$ cat config.mk
export PLATFORM = sky130hd
export DESIGN_NAME = car_park_occupancy_flat
export DESIGN_NICKNAME = d
export VERILOG_FILES = /design/src/rtl/car_park_occupancy_if.sv /design/src/rtl/car_park_occupancy.sv /design/src/flat_wrapper.sv
export SDC_FILE = /design/constraint.sdc
export NUM_CORES = 1
export LEC_CHECK = 0
export ABC_CLOCK_PERIOD_IN_PS = 5600
export CAP_MARGIN = 20
export CORE_MARGIN = 8
export CORE_UTILIZATION = 32
export CTS_CLUSTER_DIAMETER = 40
export DETAILED_ROUTE_END_ITERATION = 8
export MAX_ROUTING_LAYER = met4
export PLACE_DENSITY = 0.55
export SLEW_MARGIN = 10
export SYNTH_ARGS = -nofsm -noshare
export SYNTH_HDL_FRONTEND = slang
export SYNTH_SLANG_ARGS = --single-unit
$ cat constraint.sdc
create_clock -name clk -period 5.6 [get_ports clk]
set_clock_uncertainty 0.2 [all_clocks]
set_input_delay 1.12 -clock clk [delete_from_list [all_inputs] [get_ports clk]]
set_output_delay 1.12 -clock clk [all_outputs]
set_load 0.005 [all_outputs]
$ cat src/rtl/car_park_occupancy_if.sv
`default_nettype none
// ============================================================================
// Module   : car_park_occupancy_if
// Brief    : Event inputs and occupancy/status outputs of the car park counter.
//            BCD digit signals exist only when OCCUPANCY_BCD_EN is defined.
// Revision : 1.0 - initial release
// ============================================================================
interface car_park_occupancy_if #(
    parameter int CAPACITY = 15
);
    localparam int COUNT_W = $clog2(CAPACITY + 1);

    logic               entered;
    logic               exited;
    logic               clear_err;
    logic [COUNT_W-1:0] count;
    logic               empty;
    logic               full;
    logic               near_full;
    logic [1:0]         status;
    logic               err_ovf;
    logic               err_unf;
`ifdef OCCUPANCY_BCD_EN
    logic [3:0]         bcd_tens;
    logic [3:0]         bcd_ones;
`endif

    // Upstream FSM / test driver side
    modport master (
        output entered,
        output exited,
        output clear_err,
`ifdef OCCUPANCY_BCD_EN
        input  bcd_tens,
        input  bcd_ones,
`endif
        input  count,
        input  empty,
        input  full,
        input  near_full,
        input  status,
        input  err_ovf,
        input  err_unf
    );

    // Occupancy counter side
    modport slave (
        input  entered,
        input  exited,
        input  clear_err,
`ifdef OCCUPANCY_BCD_EN
        output bcd_tens,
        output bcd_ones,
`endif
        output count,
        output empty,
        output full,
        output near_full,
        output status,
        output err_ovf,
        output err_unf
    );
endinterface

`default_nettype wire

$ cat src/rtl/car_park_occupancy.sv
`default_nettype none
// ============================================================================
// Module   : car_park_occupancy
// Brief    : Saturating car park occupancy counter with status FSM and sticky
//            over/underflow capture. Optional macro OCCUPANCY_BCD_EN adds
//            registered decimal digits of the count.
// Revision : 1.0 - initial release
// ============================================================================
module car_park_occupancy #(
    parameter int CAPACITY  = 15,
    parameter int NEAR_FULL = 12
) (
    input  wire logic           clk,
    input  wire logic           reset,
    car_park_occupancy_if.slave bus
);
    localparam int COUNT_W = $clog2(CAPACITY + 1);

    localparam logic [COUNT_W-1:0] c_CAPACITY  = COUNT_W'(CAPACITY);
    localparam logic [COUNT_W-1:0] c_NEAR_FULL = COUNT_W'(NEAR_FULL);
    localparam logic [COUNT_W-1:0] c_ZERO      = '0;
    localparam logic [COUNT_W-1:0] c_ONE       = COUNT_W'(1);

    typedef enum logic [1:0] {
        ST_EMPTY = 2'b00,
        ST_OPEN  = 2'b01,
        ST_FULL  = 2'b10,
        ST_ERROR = 2'b11
    } state_t;

    generate
        if (CAPACITY < 1 || CAPACITY > 255) begin : g_bad_capacity
            $error("car_park_occupancy: CAPACITY must be in 1..255");
        end
        if (NEAR_FULL > CAPACITY) begin : g_bad_near_full
            $error("car_park_occupancy: NEAR_FULL must not exceed CAPACITY");
        end
    endgenerate

    logic               r_entered_q;
    logic               r_exited_q;
    logic [COUNT_W-1:0] r_count;
    state_t             r_state;
    logic               r_err_ovf;
    logic               r_err_unf;

    logic               w_ent_ev;
    logic               w_ext_ev;
    logic               w_ovf;
    logic               w_unf;
    logic               w_clr;
    logic [COUNT_W-1:0] w_count_next;

    assign w_ent_ev = bus.entered & ~r_entered_q;
    assign w_ext_ev = bus.exited  & ~r_exited_q;

    // Simultaneous entry and exit cancel out and can never be a violation
    assign w_ovf = w_ent_ev & ~w_ext_ev & (r_count == c_CAPACITY);
    assign w_unf = w_ext_ev & ~w_ent_ev & (r_count == c_ZERO);
    assign w_clr = bus.clear_err & (r_state == ST_ERROR);

    always_comb begin
        w_count_next = r_count;
        if (w_ent_ev && !w_ext_ev && (r_count != c_CAPACITY)) begin
            w_count_next = r_count + c_ONE;
        end else if (w_ext_ev && !w_ent_ev && (r_count != c_ZERO)) begin
            w_count_next = r_count - c_ONE;
        end
    end

    function automatic state_t f_decode(input logic [COUNT_W-1:0] cnt);
        if (cnt == c_ZERO) begin
            return ST_EMPTY;
        end else if (cnt == c_CAPACITY) begin
            return ST_FULL;
        end
        return ST_OPEN;
    endfunction

    // History registers reset high so a level already present at release is ignored
    always_ff @(posedge clk or posedge reset) begin
        if (reset) begin
            r_entered_q <= 1'b1;
            r_exited_q  <= 1'b1;
            r_count     <= c_ZERO;
            r_state     <= ST_EMPTY;
            r_err_ovf   <= 1'b0;
            r_err_unf   <= 1'b0;
        end else begin
            r_entered_q <= bus.entered;
            r_exited_q  <= bus.exited;
            r_count     <= w_count_next;
            r_err_ovf   <= w_ovf | (r_err_ovf & ~w_clr);
            r_err_unf   <= w_unf | (r_err_unf & ~w_clr);
            if (w_ovf || w_unf) begin
                r_state <= ST_ERROR;
            end else if ((r_state == ST_ERROR) && !bus.clear_err) begin
                r_state <= ST_ERROR;
            end else begin
                r_state <= f_decode(w_count_next);
            end
        end
    end

    assign bus.count     = r_count;
    assign bus.empty     = (r_count == c_ZERO);
    assign bus.full      = (r_count == c_CAPACITY);
    assign bus.near_full = (r_count >= c_NEAR_FULL);
    assign bus.status    = r_state;
    assign bus.err_ovf   = r_err_ovf;
    assign bus.err_unf   = r_err_unf;

`ifdef OCCUPANCY_BCD_EN
    generate
        if (CAPACITY > 99) begin : g_bad_bcd_capacity
            $error("car_park_occupancy: OCCUPANCY_BCD_EN needs CAPACITY <= 99");
        end
    endgenerate

    logic [7:0] w_count_ext;
    logic [3:0] r_bcd_tens;
    logic [3:0] r_bcd_ones;

    assign w_count_ext = 8'(r_count);

    // Digits follow the registered count, so they trail it by one clock
    always_ff @(posedge clk or posedge reset) begin
        if (reset) begin
            r_bcd_tens <= 4'd0;
            r_bcd_ones <= 4'd0;
        end else begin
            r_bcd_tens <= 4'(w_count_ext / 8'd10);
            r_bcd_ones <= 4'(w_count_ext % 8'd10);
        end
    end

    assign bus.bcd_tens = r_bcd_tens;
    assign bus.bcd_ones = r_bcd_ones;
`endif

endmodule

`default_nettype wire
$ cat src/flat_wrapper.sv
// flat-port wrapper written by rule: the top's interface ports become plain ports
module car_park_occupancy_flat 
#(
    parameter int CAPACITY  = 15,
    parameter int NEAR_FULL = 12
)
  (clk, reset, bus_entered, bus_exited, bus_clear_err, bus_count, bus_empty, bus_full, bus_near_full, bus_status, bus_err_ovf, bus_err_unf);
  car_park_occupancy_if #(.CAPACITY(CAPACITY)) bus_i ();
  input  wire logic clk;
  input  wire logic reset;
  input wire logic [$bits(bus_i.entered)-1:0] bus_entered;
  input wire logic [$bits(bus_i.exited)-1:0] bus_exited;
  input wire logic [$bits(bus_i.clear_err)-1:0] bus_clear_err;
  output wire logic [$bits(bus_i.count)-1:0] bus_count;
  output wire logic [$bits(bus_i.empty)-1:0] bus_empty;
  output wire logic [$bits(bus_i.full)-1:0] bus_full;
  output wire logic [$bits(bus_i.near_full)-1:0] bus_near_full;
  output wire logic [$bits(bus_i.status)-1:0] bus_status;
  output wire logic [$bits(bus_i.err_ovf)-1:0] bus_err_ovf;
  output wire logic [$bits(bus_i.err_unf)-1:0] bus_err_unf;
  assign bus_i.entered = bus_entered;
  assign bus_i.exited = bus_exited;
  assign bus_i.clear_err = bus_clear_err;
  assign bus_count = bus_i.count;
  assign bus_empty = bus_i.empty;
  assign bus_full = bus_i.full;
  assign bus_near_full = bus_i.near_full;
  assign bus_status = bus_i.status;
  assign bus_err_ovf = bus_i.err_ovf;
  assign bus_err_unf = bus_i.err_unf;
  car_park_occupancy #(.CAPACITY(CAPACITY), .NEAR_FULL(NEAR_FULL)) u_core (.clk(clk), .reset(reset), .bus(bus_i));
endmodule
Yosys cells after proc, flatten, opt, wreduce, memory -nomap -nowiden
Index checks and enable logic that the tools add are counted.

storage, ports and cells
  flip-flop bits (word level) = 10
  input bits = 5
  output and inout bits = 11
  word-level logic and storage cells = 52

cells by class
  add/sub/neg operators = 2
  order comparisons = 1
  equal/unequal tests = 4
  multiplexer cells = 11
  bitwise operators = 16
  reductions and logical operators = 12

operators by type and width
  cell                                                      number
  two-way mux 2 bit                                         5
  bitwise AND 1 bit                                         9
  equality test 4 bit, second input constant                2
  zero test 4 bit                                           2
  two-way mux 4 bit                                         2
  logical AND 1 bit                                         5
  NOT 1 bit                                                 5
  adder 4 x 1 -> 4 bit, second input constant               1
  greater-or-equal comparator 4 bit, second input constant  1
  two-way mux 1 bit                                         4
  inequality test 4 bit, second input constant              1
  nonzero test 4 bit                                        1
  subtractor 4 x 1 -> 4 bit, second input constant          1
  zero test 1 bit                                           3
  equality test 2 bit, second input constant                1
  bitwise OR 1 bit                                          2
  logical OR 1 bit                                          1

Logic depth before layout (Yosys ltp)
  depth after elaboration = 15
  mapped depth = 8
  mapped depth without buffers = 8

Worst setup path before layout
OpenSTA, ideal clock, no wires.

  kind = reg2out
  start point = reg u_core.r_count[0] (netlist: u_core.bus.count[0])
  end point = out bus_empty
  data arrival time = 1.160 ns
  data required time = 4.280 ns
  setup slack = 3.120 ns
  cell stages (with the launch flop) = 5
  path buffers = 0
  path through = dfrtp_1 > inv_1 > ha_1 > or3b_4 > inv_1

between the ends
  longest elaborated chain between the ends = 1

RTL lines
  what                      line                       source
  start: declaration        car_park_occupancy.sv:42   logic [COUNT_W-1:0] r_count;
  start signal: assignment  car_park_occupancy.sv:85   r_count <= c_ZERO;
  start signal: assignment  car_park_occupancy.sv:92   r_count <= w_count_next;
  zero test 4 bit           car_park_occupancy.sv:106  assign bus.empty = (r_count == c_ZERO);
  end: declaration          flat_wrapper.sv:15         output wire logic [$bits(bus_i.empty)-1:0] bus_empty;

Every way passes these cells.

Final worst setup path
Ends and elaborated chain as after synthesis.

==> metrics.cfg <==
[route]
wl_um = 1230
vias = 445
firstDrtPassIters = 4
drcViolationCount = 0
drt_first_iter_violations = 13
drt-vias-per-instance = 4.94
wl_per_cell_um = 13.7
drtAntennaViolNets = 0

[sta]
min_period_ns = 3.29
worst_pin_slew_ns = 0.388
post-route-period-util_pct = 58.7
fmax_ghz = 0.304
slew_violations = 0
maxSlewHeadroom_pct = 74.1
finalSetupViolations = 0
hold_viol = 0
tns_ns = 0
rsz0062_at_grt = no

[floorplan]
die-area_um2 = 3350
ios = 16
fp.dieW_um = 57.9
fp.dieH_um = 57.9
start_util_pct = 33.2
num_rows = 15
coreArea_um2 = 1690

[cts]
cts_tree = built
clock_latency_ns = 0.27
cts_hold_buf = 0
clkTransAtPathRegs_ns = 0.06
cts-htree-levels = 1
clockBufferDepth = 2
cts_buffers = 3
cts_root_buf = clkbuf_4
cts_resized = 0
clock-sinks = 10
post-cts-setup-buffer-count = 0

[yosys]
synthArstFlopShare_pct = 100
synth_edf_count = 0
synth_top_area_share_pct = 35.7
syn_inst = 54
syn_avg_cell_area_um2 = 10.4
synth_nets = 61
ys.flop_type = dfrtp_1
synthTopCellsByCount = dfrtp_1 (8), inv_1 (7), nand3_1 (7)
synth_area_leaders = dfrtp_1 (36%), dfstp_2 (9.4%), nand3_1 (6.3%), inv_1 (4.7%), ha_1 (4.5%)
synth.yosys.seq_area_share_pct = 45.1
synth.cell_area_um2 = 561
synth_warnings = 0
yosysMostFrequentCell = dfrtp_1
synth_seq_cells = 10
synth.distinct_cells = 26
yosys.area.top_type = dfrtp_1

[finish]
final_cell_area_um2 = 758
final_util_pct = 44.9
num_antenna_cells = 0
multi_input_area_um2 = 282
fill_cells = 167
final_nets = 81
syn_to_final_growth_pct = 35.3
drive_gt1_share_pct = 15.1
final-seq-area_um2 = 253

[power]
comb_power_share_pct = 49.9
powerDensity_nw_per_um2 = 475
p_sw_w = 0.000131
p_leak_nw = 0.352
p_clk_share_pct = 14.4
p_seq_share_pct = 35.7
intPower_w = 0.000229
netSwitchingFraction_pct = 36.3
peakVddDrop_uv = 153

[setup_path]
path_cells = inv_1 > ha_1 > or3b_4 > inv_1 > clkdlybuf4s50_1
path_common_cell = inv_1
end_kind = output port
crit_family = buffers and inverters
crit_buf_inv = 3
slowest_delay_ns = 0.49
arrival_ns = 1.97
cp-start-kind = register
crit_type = register to output port
required_ns = 4.28
worstPathMaxFanout = 4
crit_path_top_delay_cell = clkdlybuf4s50_1

[place]
gp_congestion = 0.749
place.detailed.hpwl_um = 1000
io_buffers = 15
postPlaceCellArea_um2 = 732

[global_routing]
grt_pass1_vias = 472
antenna_found_initial = 0
grt_max_degree = 11
grt_pass1_wl_um = 2140
grt_usage_pct = 8.81
gr-total-overflow = 0

[run_status]
status = finished clean

[min_path]
hold_class = register to register

[run]
drv_cap = 0

-- logic make-up (layout without fill, tap and decap cells) --
group,count (synthesis),in the layout,share of synthesized area [%]
simple gates,25,25,29.7
flops,10,10,45.1
compound gates,7,7,10.0
buf+inv,7,26,4.69
xor+xnor,3,3,6.03
fa+ha+maj,2,2,4.46
-- final timing paths --
path | start | to | slack (ns) | cells after the start
max | u_core.bus.count[0] | bus_empty | 2.31 | 5
min | u_core.bus.err_ovf | u_core.bus.err_ovf | 0.29 | 1
max reg2reg | u_core.bus.count[0] | u_core.bus.status[0] | 3.45 | 8
min reg2reg | u_core.bus.err_ovf | u_core.bus.err_ovf | 0.29 | 1
max in group asynchronous | reset | u_core.r_exited_q | 3.96 | 2
min in group asynchronous | reset | u_core.bus.count[0] | 0.93 | 2
-- layout by cell type (no fill, tap or decap), types with 2 or more instances in the layout --
cell and count:
nor2_1 2, clkdlybuf4s50_1 15, ha_1 2, dfrtp_1 8, a21o_1 2, o211ai_1 2
nand2b_1 2, dfstp_2 2, inv_1 7, nand2_1 2, nor3_1 3, nand3_1 7
clkbuf_4 3
-- registers in the layout, indices dropped and copies added (netlist names) --
signal and cells:
u_core.bus.status 2, u_core.bus.err_ovf 1, u_core.r_entered_q 1, u_core.r_exited_q 1
u_core.bus.err_unf 1, u_core.bus.count 4
-- through the flow --
stage	std cells	power, W	worst slack [ns]	hold WS (ns)
2_1_floorplan	54	0.000220	3.12	0.274
6_report	90	0.000360	2.31	0.289
5_1_grt	90	0.000393	2.22	0.317
3_3_place_gp	86	0.000312	2.57	0.262
3_5_place_dp	86	0.000313	2.56	0.274
4_1_cts	90	0.000367	2.28	0.289
-- power groups by stage --
stage	Combinational, W	Sequential (W)	Clock, W
finish	0.000180	0.000129	0.0000518
global route	0.000200	0.000134	0.0000590
CTS	0.000184	0.000128	0.0000550
detailed placement	0.000183	0.000130	0
global placement	0.000183	0.000129	0
floorplan	0.0000944	0.000125	0
-- area by class of cell --
| type | instances | area share [%] |
|---|---|---|
| multi-input cells | 37 | 37.1 |
| flip-flops and latches | 10 | 33.3 |
| repair buffers | 15 | 19.8 |
| clock buffers | 4 | 3.47 |
| inverters | 7 | 3.47 |
| well taps | 17 | 2.81 |
-- routing by layer --
| layer | wire length [um] | share of wire (%) | global-route usage, % |
|---|---|---|---|
| met1 | 552 | 45 | 8.61 |
| met2 | 581 | 47 | 14.0 |
| met3 | 79 | 6.4 | 4.86 |
| met4 | 20 | 1.6 | 4.20 |
| met5 | 0 | 0 | - |
Note: power is estimated with default switching activity, not from simulation.
